--- src/rtl/serial_deser_pkg.sv ---
// Shared state encodings and limits for the serial_deser deserializer.
package serial_deser_pkg;

  localparam int MAX_WIDTH = 32;

  localparam logic [1:0] S_SHIFT  = 2'd0;
  localparam logic [1:0] S_PARITY = 2'd1;
  localparam logic [1:0] S_HOLD   = 2'd2;

  typedef enum logic [1:0] {
    ST_SHIFT  = S_SHIFT,
    ST_PARITY = S_PARITY,
    ST_HOLD   = S_HOLD
  } state_e;

endpackage

--- src/rtl/serial_deser_bit_counter.sv ---
// Mod-N up-counter: load0 clears, en advances, saturates at N-1 (wrap only via load0).
module bit_counter #(
  parameter int N = 8
) (
  input  logic                 clk,
  input  logic                 clr,
  input  logic                 en,
  input  logic                 load0,
  output logic [$clog2(N)-1:0] cnt,
  output logic                 tc
);

  localparam int CW = $clog2(N);
  localparam logic [CW-1:0] LAST = CW'(N - 1);

  logic [CW-1:0] cnt_q, cnt_d;

  always_comb begin
    cnt_d = cnt_q;
    if (load0)          cnt_d = '0;
    else if (en && !tc) cnt_d = cnt_q + 1'b1;
  end

  always_ff @(posedge clk or posedge clr) begin
    if (clr) cnt_q <= '0;
    else     cnt_q <= cnt_d;
  end

  assign cnt = cnt_q;
  assign tc  = (cnt_q == LAST);

endmodule

--- src/rtl/serial_deser.sv ---
// Serial-in/parallel-out deserializer, MSB first, valid/ready on both sides.
// Optional trailing even-parity bit per word when PARITY_CHECK_EN is defined.
module serial_deser
  import serial_deser_pkg::*;
#(
  parameter int WIDTH = 8
) (
  input  logic             clk,
  input  logic             clr,
  input  logic             sin,
  input  logic             sin_valid,
  output logic             sin_ready,
  output logic [WIDTH-1:0] pout,
  output logic             pout_valid,
  input  logic             pout_ready,
  output logic             pout_perr
);

  localparam int CW = $clog2(WIDTH);

  if (WIDTH < 2 || WIDTH > MAX_WIDTH) begin : g_bad_width
    $error("serial_deser: WIDTH out of range 2..%0d", MAX_WIDTH);
  end

  logic [1:0]       state_q, state_d;
  logic [WIDTH-1:0] sreg_q, sreg_d;
  logic [WIDTH-1:0] pout_q, pout_d;
  logic             pvld_q, pvld_d;
  logic [CW-1:0]    cnt;
  logic             tc, cnt_en, cnt_ld0;
  logic             acc, out_free, load;

  assign sin_ready = (state_q != S_HOLD);
  assign acc       = sin_valid && sin_ready;
  assign out_free  = !pvld_q || pout_ready;

  bit_counter #(.N(WIDTH)) u_cnt (
    .clk   (clk),
    .clr   (clr),
    .en    (cnt_en),
    .load0 (cnt_ld0),
    .cnt   (cnt),
    .tc    (tc)
  );

  always_comb begin
    state_d = state_q;
    sreg_d  = sreg_q;
    pout_d  = pout_q;
    load    = 1'b0;
    cnt_en  = 1'b0;
    cnt_ld0 = 1'b0;
    case (state_q)
      S_SHIFT: begin
        if (acc) begin
          sreg_d = {sreg_q[WIDTH-2:0], sin};
          cnt_en = 1'b1;
          if (tc) begin
`ifdef PARITY_CHECK_EN
            state_d = S_PARITY;
`else
            // Bypass sreg so a free output takes the word on the same edge.
            if (out_free) begin
              load    = 1'b1;
              pout_d  = {sreg_q[WIDTH-2:0], sin};
              cnt_ld0 = 1'b1;
            end else begin
              state_d = S_HOLD;
            end
`endif
          end
        end
      end
`ifdef PARITY_CHECK_EN
      S_PARITY: begin
        if (acc) begin
          if (out_free) begin
            load    = 1'b1;
            pout_d  = sreg_q;
            cnt_ld0 = 1'b1;
            state_d = S_SHIFT;
          end else begin
            state_d = S_HOLD;
          end
        end
      end
`endif
      S_HOLD: begin
        if (out_free) begin
          load    = 1'b1;
          pout_d  = sreg_q;
          cnt_ld0 = 1'b1;
          state_d = S_SHIFT;
        end
      end
      default: state_d = S_SHIFT;
    endcase
    pvld_d = load ? 1'b1 : (pout_ready ? 1'b0 : pvld_q);
  end

  always_ff @(posedge clk or posedge clr) begin
    if (clr) begin
      state_q <= S_SHIFT;
      sreg_q  <= '0;
      pout_q  <= '0;
      pvld_q  <= 1'b0;
    end else begin
      state_q <= state_d;
      sreg_q  <= sreg_d;
      pout_q  <= pout_d;
      pvld_q  <= pvld_d;
    end
  end

  assign pout       = pout_q;
  assign pout_valid = pvld_q;

`ifdef PARITY_CHECK_EN
  // par_q accumulates XOR of data bits; pend_q parks the error across HOLD.
  logic par_q, pend_q, perr_q, perr_bit;
  assign perr_bit = par_q ^ sin;

  always_ff @(posedge clk or posedge clr) begin
    if (clr) begin
      par_q  <= 1'b0;
      pend_q <= 1'b0;
      perr_q <= 1'b0;
    end else begin
      if (load)                         par_q <= 1'b0;
      else if (state_q == S_SHIFT && acc) par_q <= par_q ^ sin;
      if (state_q == S_PARITY && acc && !out_free) pend_q <= perr_bit;
      if (load) perr_q <= (state_q == S_HOLD) ? pend_q : perr_bit;
    end
  end

  assign pout_perr = perr_q;
`else
  assign pout_perr = 1'b0;
`endif

  a_cnt_range: assert property (@(posedge clk) disable iff (clr) cnt <= CW'(WIDTH - 1));

endmodule

--- config.mk ---
export PLATFORM = sky130hd
export DESIGN_NAME = serial_deser
export DESIGN_NICKNAME = d
export VERILOG_FILES = /design/src/rtl/serial_deser_pkg.sv /design/src/rtl/serial_deser_bit_counter.sv /design/src/rtl/serial_deser.sv
export SDC_FILE = /design/constraint.sdc
export NUM_CORES = 1
export LEC_CHECK = 0
export ABC_AREA = 1
export BUFFER_PORTS_ARGS = -buffer_cell sky130_fd_sc_hd__buf_2
export CAP_MARGIN = 5
export CORE_ASPECT_RATIO = 1.2
export CORE_MARGIN = 3
export CORE_UTILIZATION = 58
export CTS_CLUSTER_SIZE = 25
export DETAILED_ROUTE_END_ITERATION = 10
export PLACE_DENSITY = 0.87
export SETUP_SLACK_MARGIN = 0.05
export SKIP_LAST_GASP = 1
export SLEW_MARGIN = 20
export SYNTH_ARGS = -nofsm -noshare
export SYNTH_HDL_FRONTEND = slang
export SYNTH_SLANG_ARGS = --single-unit
--- constraint.sdc ---
create_clock -name clk -period 3 [get_ports clk]
set_input_delay 0.15 -clock clk [delete_from_list [all_inputs] [get_ports clk]]
set_output_delay 0.15 -clock clk [all_outputs]
set_load 0.005 [all_outputs]
# Yosys cells after proc, flatten, opt, wreduce, memory -nomap -nowiden

Cells that the tools add are included.

Reduce and logical (&&, ||, !) cells: 12
Eq/ne operators: 8
Multiplexer cells: 20
Add/sub/neg operators: 1

Operator list:

| operator                                       | count |
|---|---|
| 2-to-1 mux 8 bit                               | 4 |
| case mux 8 bit (2 select lines)                | 1 |
| != test 2 bit (second input constant)          | 5 |
| 2-to-1 mux 2 bit                               | 4 |
| 2-to-1 mux 1 bit                               | 7 |
| 2-to-1 mux 3 bit                               | 2 |
| nonzero test 2 bit                             | 3 |
| AND reduction 5 bit                            | 1 |
| case mux 2 bit (2 select lines)                | 1 |
| AND reduction 4 bit                            | 1 |
| adder 3 x 1 -> 3 bit (second input constant)   | 1 |
| equality test 3 bit (second input constant)    | 1 |
| equality test 2 bit (second input constant)    | 1 |
| logical AND 1 bit                              | 2 |
| logical NOT 1 bit                              | 2 |
| logical NOT 2 bit                              | 1 |
| != test 2 x 1 -> 1 bit (second input constant) | 1 |
| case mux 1 bit (2 select lines)                | 1 |
| AND reduction 2 bit                            | 1 |
| logical OR 1 bit                               | 1 |

Register bits after elaboration: 22
Word-level logic and storage cells: 46
Input port bits: 5
Output and inout bits: 11

# Logic depth before layout (Yosys ltp)

Gate-level depths: netlist (run 1).

Word-level depth: 7
Gate-level depth with buffers: 9
Gate-level depth less buffers: 9

# Modules after synthesis

A second synthesis (run 1) with hierarchy kept.

Cells, all modules: 132
Area total of the unflattened synthesis: 1,062.3 sq um

By module, submodules not included:

| module       | area each (sq um) | sequential area each (sq um) | cells each | times used |
|---|---|---|---|---|
| serial_deser | 892.1             | 450.4                        | 111        | 1 |
| bit_counter  | 170.2             | 75.1                         | 21         | 1 |

# Least setup slack after synthesis (run 1)

Ideal clock, no wire load.

Kind: reg-to-reg
From: register state_q[1]
To: register pout_q[0] (netlist: pout[0])
Stages on the path, launching flop included: 8
Buffers on the path: 1
Data arrival time: 1.211 ns
Slack: 1.673 ns
Library setup time: 0.116 ns
Path through: dfrtp_1 -> buf_6 -> inv_6 -> ha_1 -> nor2_1 -> nand2_8 -> nand2_1 -> nand2_1

Word-level cells in the longest chain between the ends: 4
Elaborated cells between the ends (all ways): 11

RTL lines:

| what                          | RTL line            | RTL |
|---|---|---|
| start: declaration            | serial_deser.sv:25  | `logic [1:0] state_q, state_d;` |
| start signal: assignment      | serial_deser.sv:108 | `state_q <= state_d;` |
| != test 2 bit                 | serial_deser.sv:33  | `assign sin_ready = (state_q != S_HOLD);` |
| net sin_ready                 | serial_deser.sv:12  | `output logic sin_ready,` |
| logical AND 1 bit             | serial_deser.sv:34  | `assign acc = sin_valid && sin_ready;` |
| != test 2 bit (no line)       | n/a                 |  |
| AND reduction 5 bit (no line) | n/a                 |  |
| end signal: assignment        | serial_deser.sv:110 | `pout_q <= pout_d;` |
| end: declaration              | serial_deser.sv:27  | `logic [WIDTH-1:0] pout_q, pout_d;` |

The timed path passes the listed nets, and every way through them passes these cells.
A chain may end at the register's enable or synchronous reset.

# Worst setup path in the final report (run 1)

From: register state_q[1]
To: register pout_q[2] (netlist: pout[2])

Word-level cells in the longest chain between the ends: 4
Elaborated cells between the ends (all ways): 11

RTL lines:

| what                          | RTL line |
|---|---|
| != test 2 bit                 | serial_deser.sv:33 |
| logical AND 1 bit             | serial_deser.sv:34 |
| != test 2 bit (no line)       | n/a |
| AND reduction 5 bit (no line) | n/a |

Parallel ways exist; a longest one is shown, timed or not.

==> impl_metrics.ini, run 1 <==
[run_status]
status = completed

[floorplanning]
row_count = 16
dieArea_mm2 = 0.002356
die_y_um = 52.58
die_w_um = 44.82
start_util = 0.6310
core_mm2 = 0.001662
ios = 16

[cts]
clk_path_buf_depth = 2
cts_buffers = 3
clkSinkCount = 21
post-cts-setup-buffers = 0
cts.reportedPaths.clkPinSlew_ps = 120
tritoncts = done
cts-resized-gates = 0
clockRootBuffer = clkbuf_4
cts-htree-levels = 1
holdBufCountCts = 1
clkLatencyLatePin_ps = 290

[route]
ant_nets = 0
first_iter_violations = 16
routed_via_density = 4.981
wl_per_cell_um = 10.55
first_pass_iters = 4
vias = 777
drc = 0
routed_wl_um = 1646

[sta]
fmax_mhz = 587.4
fin_crit_ps = 1703
setup_viol = 0
setup_tns_ps = 0
min_period_over_period = 0.5675
rsz0062_at_grt = no
clock_skew_ps = 10.45
maxSlewHeadroom = 0.4932
slew_violations = 0
tightest_slew_ps = 759.4
hold_violations = 0

[setup_path]
crit_path_max_fanout = 18
ff2ff_setup_slack_ps = 1300
rr_worst_depth = 7
critPathLaunchType = flop
end_kind = flop
reg2reg_from = state_q[1]$_DFFE_PP0P_
required_ps = 3230
r2r-end = pout[2]$_DFFE_PP0P_
cp_data_arrival_time_ps = 1940
crit_type = reg -> reg

[placed_design]
place_area_mm2 = 0.001106
port_buffers = 14
place_congestion = 0.7516
dp_hpwl_um = 1264

[synth]
postSynthAreaPerCell_um2 = 8.524
syn_area_mm2 = 0.001049
synth_cell_type_count = 19
synthCells = 123
ys_warn_count = 0
synth-seq-area-share = 0.5012
ys_ff_latch = 21
syn_nets = 132

[worst_hold_path]
min_path_type = in -> reg
hold_depth = 3
min_to = sreg_q[0]$_DFFE_PP0N_
hold_start = sin

[run]
max-cap-violations = 0

[power_and_ir_drop]
peakVddDrop_mv = 0.5302
finalPower_w = 0.0009056
leakage_nw = 0.6371
power.density_mw_per_mm2 = 792.8

[global_route]
antenna_found_initial = 0
grt_use_total = 0.1658
grt-ovfl-total = 0
grt_pass1_wl_um = 2953
grt_max_degree = 22
grt_pass1_vias = 751

[cells_and_area]
fin_area_mm2 = 0.001142
n_antenna_cell = 0
syn_to_final_growth_pct = 8.950
drive_gt1_frac = 0.1739
final_nets = 148
fin_util = 0.6875
## logic make-up (layout without fill, tap and decap cells)
| group | after synthesis | in the layout | synth area share |
|---|---|---|---|
| flip-flops | 21 | 21 | 0.5012 |
| AND/OR/NAND/NOR | 59 | 59 | 0.2518 |
| adder cells (fa/ha/maj) | 4 | 4 | 0.04773 |
| buffers and inverters | 21 | 36 | 0.1110 |
| AO/OA/AOI/OAI | 17 | 17 | 0.08472 |
| other | 1 | 1 | 0.003577 |
## sequential cells by signal, indices dropped and copies added (netlist names)
signal / flops
pout: 8
state_q: 1
pout_valid: 1
u_cnt.cnt: 3
sreg_q: 8
## worst max-delay path by stage
stage | to | startpoint | slack (ps)
finish | pout[2]$_DFFE_PP0P_ | state_q[1]$_DFFE_PP0P_ | 1300
global route | pout[2]$_DFFE_PP0P_ | state_q[1]$_DFFE_PP0P_ | 1160
CTS | pout[2]$_DFFE_PP0P_ | state_q[1]$_DFFE_PP0P_ | 1280
detailed placement | pout[2]$_DFFE_PP0P_ | state_q[1]$_DFFE_PP0P_ | 1360
global placement | pout[1]$_DFFE_PP0P_ | state_q[1]$_DFFE_PP0P_ | 1410
floorplan | pout[0]$_DFFE_PP0P_ | state_q[1]$_DFFE_PP0P_ | 1670
## per-stage QoR
step | hold WS, ps | cells | worst slack, ps
finish | 118.4 | 156 | 1297
global route | 135.8 | 156 | 1159
CTS | 111.0 | 156 | 1285
detailed placement | 318.5 | 151 | 1364
global placement | 316.6 | 151 | 1409
floorplan | 126.5 | 123 | 1673
## synthesized netlist by cell type
library cell,n,area (µm²)
conb_1,1,3.750
nand4_1,1,6.260
inv_6,1,8.760
nand3_1,5,25.02
o21ai_1,7,35.03
nor2_1,1,3.750
inv_1,15,56.30
buf_4,1,7.510
ha_1,4,50.05
nand2_4,2,22.52
dfrtp_1,21,525.5
clkinv_8,1,16.27
o21ai_0,9,45.04
nand2_1,48,180.2
o21ai_2,1,8.760
buf_6,2,22.52
nand2_8,1,20.02
nand2_2,1,6.260
buf_2,1,5.000
## cells in the final DEF (no fill, tap or decap), types with 2 or more instances in the layout
master and instances:
nand3_1 5, o21ai_0 9, nand2_4 2, nand2_1 48, clkbuf_4 3, o21ai_1 7, dfrtp_1 21, ha_1 4
inv_1 15, buf_2 14
## metal layers
layer	track usage	vias up	share of wire
met5	0	-	0
met4	0.04878	0	0.0049
met3	0.03093	2	0.043
met2	0.2967	15	0.49
met1	0.1974	351	0.46
li1	-	409	-
## worst max-delay path, stage by stage, from the launching register on
cell      delay, ps
dfrtp_1         690
inv_6           100
ha_1            210
nor2_1          310
nand2_8         130
clkinv_8         80
nand2_1          60
nand2_1          60
## where the power goes
| group | internal (W) | switching, W |
|---|---|---|
| logic | 0.000130 | 0.000179 |
| clock network | 0.0000516 | 0.0000799 |
| registers | 0.000393 | 0.0000717 |
| total | 0.000575 | 0.000331 |
## final cells by class
type | count | area (µm²)
inverters | 17 | 81.33
fillers | 134 | 519.2
repair buffers | 15 | 80.08
well taps | 18 | 22.52
multi-input cells | 81 | 406.6
clock buffers | 4 | 26.28
flip-flops and latches | 21 | 525.5
(Power assumes the default switching activity.)
==> inputs of run 2 (changes only) <==
--- a/config.mk
+++ b/config.mk
@@ -5,15 +5,15 @@
 export SDC_FILE = /design/constraint.sdc
 export NUM_CORES = 1
 export LEC_CHECK = 0
-export ABC_AREA = 1
+export ABC_AREA = 0
 export BUFFER_PORTS_ARGS = -buffer_cell sky130_fd_sc_hd__buf_2
 export CAP_MARGIN = 5
 export CORE_ASPECT_RATIO = 1.2
 export CORE_MARGIN = 3
-export CORE_UTILIZATION = 58
+export CORE_UTILIZATION = 54
 export CTS_CLUSTER_SIZE = 25
 export DETAILED_ROUTE_END_ITERATION = 10
-export PLACE_DENSITY = 0.87
+export PLACE_DENSITY = 0.82
 export SETUP_SLACK_MARGIN = 0.05
 export SKIP_LAST_GASP = 1
 export SLEW_MARGIN = 20
==> constraint.sdc (replaced) <==
create_clock -name clk -period 1.64 [get_ports clk]
set_input_delay 0.082 -clock clk [delete_from_list [all_inputs] [get_ports clk]]
set_output_delay 0.082 -clock clk [all_outputs]
set_load 0.005 [all_outputs]
==> impl_metrics.ini, run 2 <==
[run_status]
status = complete, but fails checks
violations = setup timing

[power_and_ir_drop]
power.switching_w = 0.0007469
p_clk_frac = 0.111
leakage_nw = 0.5962
power.density_mw_per_mm2 = 1856
combPwrFrac = 0.468
switching_share = 0.3273
peakVddDrop_mv = 1.127
finalPower_w = 0.002282
p_int_w = 0.001535
pwr-share-seq = 0.421

[synth]
synth_compound_area_frac = 0.05320
synth_top_family_by_area = multiplexers
synth.area.mux_share = 0.2999
ys_ff_latch = 21
ys.flop_type = dfrtp_1
synth_top_cell_by_area = dfrtp_1
synth_cell_type_count = 20
synthXorXnorAreaFrac = 0
synth-seq-area-share = 0.5079
synth.area.top_cells = dfrtp_1 51%, mux2_2 16%, mux2_4 12%, ha_1 4.8%, o2bb2ai_1 2.5%
postSynthAreaPerCell_um2 = 13.80
ys_warn_count = 0
yosysTopAreaCellShare = 0.5079
synth_edf_count = 0
synth_common_cells = 21 x dfrtp_1, 15 x mux2_2, 8 x mux2_4, 4 x ha_1, 4 x inv_1
syn_nets = 84
yosys.area_share.simple = 0.04232
synth_fa_ha_area_frac = 0.04837
synth.most_common_cell = dfrtp_1
async_reset_ff_frac = 1.000
synthCells = 75
syn_area_mm2 = 0.001035

[sta]
slew_violations = 0
rsz0062_at_grt = yes
setup_ws_ps = -0.7075
clock_skew_ps = 4.665
min_period_over_period = 1.000
fmax_mhz = 609.5
setup_viol = 1
fin_crit_ps = 1641
hold_violations = 0

[cells_and_area]
final_nets = 108
drive_gt1_frac = 0.5714
nFillCells = 131
multi_input_area_um2 = 493.0
n_antenna_cell = 0
fin_area_mm2 = 0.001230
mostFrequentLayoutCell = dfrtp_1
syn_to_final_growth_pct = 18.86
layout_common_cells = 21 x dfrtp_1, 15 x mux2_2, 14 x buf_2, 8 x mux2_4, 7 x buf_4
instances_no_fill = 116
seq_area_um2 = 525.5

[setup_path]
required_ps = 1830
r2r-end = pout[3]$_DFFE_PP0P_
critPathLaunchType = flop
rr_worst_depth = 6
crit_type = reg -> reg
reg2reg_from = pout_valid$_DFFE_PP0P_
end_kind = flop
ff2ff_setup_slack_ps = -0.7
cp_data_arrival_time_ps = 1830
crit_path_max_fanout = 8

[route]
dr_wl_met3_um = 64
drc = 0
dr.max_layer_used = met4
first_iter_violations = 4
wl_met1_um = 781
met2WireLength_um = 933
vias = 641
routed_wl_um = 1812
first_pass_iters = 4
wl_per_cell_um = 15.62
ant_nets = 0
routed_via_density = 5.526

[global_route]
grt_use_total = 0.1823
grt_pass1_wl_um = 3098
grt_max_degree = 22
grt_pass1_vias = 718
grt-ovfl-total = 0
antenna_found_initial = 0

[floorplanning]
start_util = 0.6010
ios = 16
dieArea_mm2 = 0.002480
row_count = 16
die_y_um = 53.95
core_mm2 = 0.001722
die_w_um = 45.96

[placed_design]
port_buffers = 14
place_congestion = 0.7247
dp_hpwl_um = 1305
place_area_mm2 = 0.001174
dp.cells = 111

[worst_hold_path]
min_path_type = in -> reg
min_to = sreg_q[0]$_DFFE_PP0N_
hold_depth = 2
hold_start = sin

[run]
max-cap-violations = 0

[cts]
clkLatencyLatePin_ps = 300
clkSinkCount = 21
clockRootBuffer = clkbuf_4
post-cts-setup-buffers = 0
cts-htree-levels = 1
cts.reportedPaths.clkPinSlew_ps = 120
tritoncts = done
cts_buffers = 3
clk_path_buf_depth = 2
[run 2: cell count changes after synthesis, sizes merged, moves of 2 or more]
cell / change
nand2: -49
mux2: +24
o21ai: -16
inv: -12
nand3: -5
o2bb2ai: +3
a22oi: +2
nand2b: +2
[run 2: power by group through the flow]
stage / clock [W] / sequential [W] / combinational (W)
after CTS: 0.000260 / 0.000963 / 0.00108
after global routing: 0.000282 / 0.00101 / 0.00118
final: 0.000254 / 0.000961 / 0.00107
after global placement: 0 / 0.000951 / 0.00101
after detailed placement: 0 / 0.000965 / 0.00107
after floorplan: 0 / 0.000935 / 0.000764
[run 2: through the flow]
stage / utilization / setup TNS, ps / hold slack, ps / setup slack, ps
after floorplan: - / 0 / 58.53 / 25.25
after global placement: 0.6817 / 0 / 117.3 / 31.47
after detailed placement: 0.6817 / -160.4 / 127.0 / -28.31
after CTS: 0.7086 / -58.08 / 26.36 / -18.99
after global routing: 0.7144 / -401.7 / 31.04 / -64.88
final: 0.7144 / -0.7075 / 27.44 / -0.7075
[run 2: final cells by class]
| cell class | instances | area share |
|---|---|---|
| inverters | 4 | 0.01221 |
| repair buffers | 23 | 0.1170 |
| flip-flops and latches | 21 | 0.4273 |
| multi-input cells | 46 | 0.4008 |
| well taps | 18 | 0.01831 |
| clock buffers | 3 | 0.01831 |
| clock inverters | 1 | 0.006104 |
[run 2: metal layers]
layer,up-vias,global-route usage
met4,0,0.09005
met3,4,0.04013
met5,-,0
li1,304,-
met1,319,0.2137
met2,14,0.3073
[run 2: critical path, stage by stage, from the launching register on]
cell      delay, ps
dfrtp_1         400
nand2b_1        110
inv_2            60
ha_4            140
or3_1           370
buf_6           160
mux2_4          300
[run 2: cell families (layout without fill, tap and decap cells)]
group,after synthesis,in the layout
buf+inv,8,31
compound gates,7,7
other cells,1,1
fa+ha+maj,4,4
flops,21,21
mux,25,25
simple gates,9,9
[run 2: timing repair]
| item | in CTS | in global routing |
|---|---|---|
| resized for setup | 2 | 2 |
| hold endpoints to repair | 21 | 0 |
| hold buffers | 1 | 0 |
| setup endpoints to repair | 8 | 8 |
| pin swaps | 1 | 1 |
| gates cloned | 0 | 0 |
[run 2: worst max-delay path by stage]
stage	start	endpoint	slack, ps	depth (start not counted)
after floorplan	pout_valid$_DFFE_PP0P_	pout[0]$_DFFE_PP0P_	30	6
final	pout_valid$_DFFE_PP0P_	pout[3]$_DFFE_PP0P_	-0.7	6
after global routing	pout_valid$_DFFE_PP0P_	pout[3]$_DFFE_PP0P_	-60	6
after detailed placement	pout_valid$_DFFE_PP0P_	pout[3]$_DFFE_PP0P_	-30	6
after global placement	pout_valid$_DFFE_PP0P_	pout[0]$_DFFE_PP0P_	30	6
after CTS	pout_valid$_DFFE_PP0P_	pout[3]$_DFFE_PP0P_	-20	6
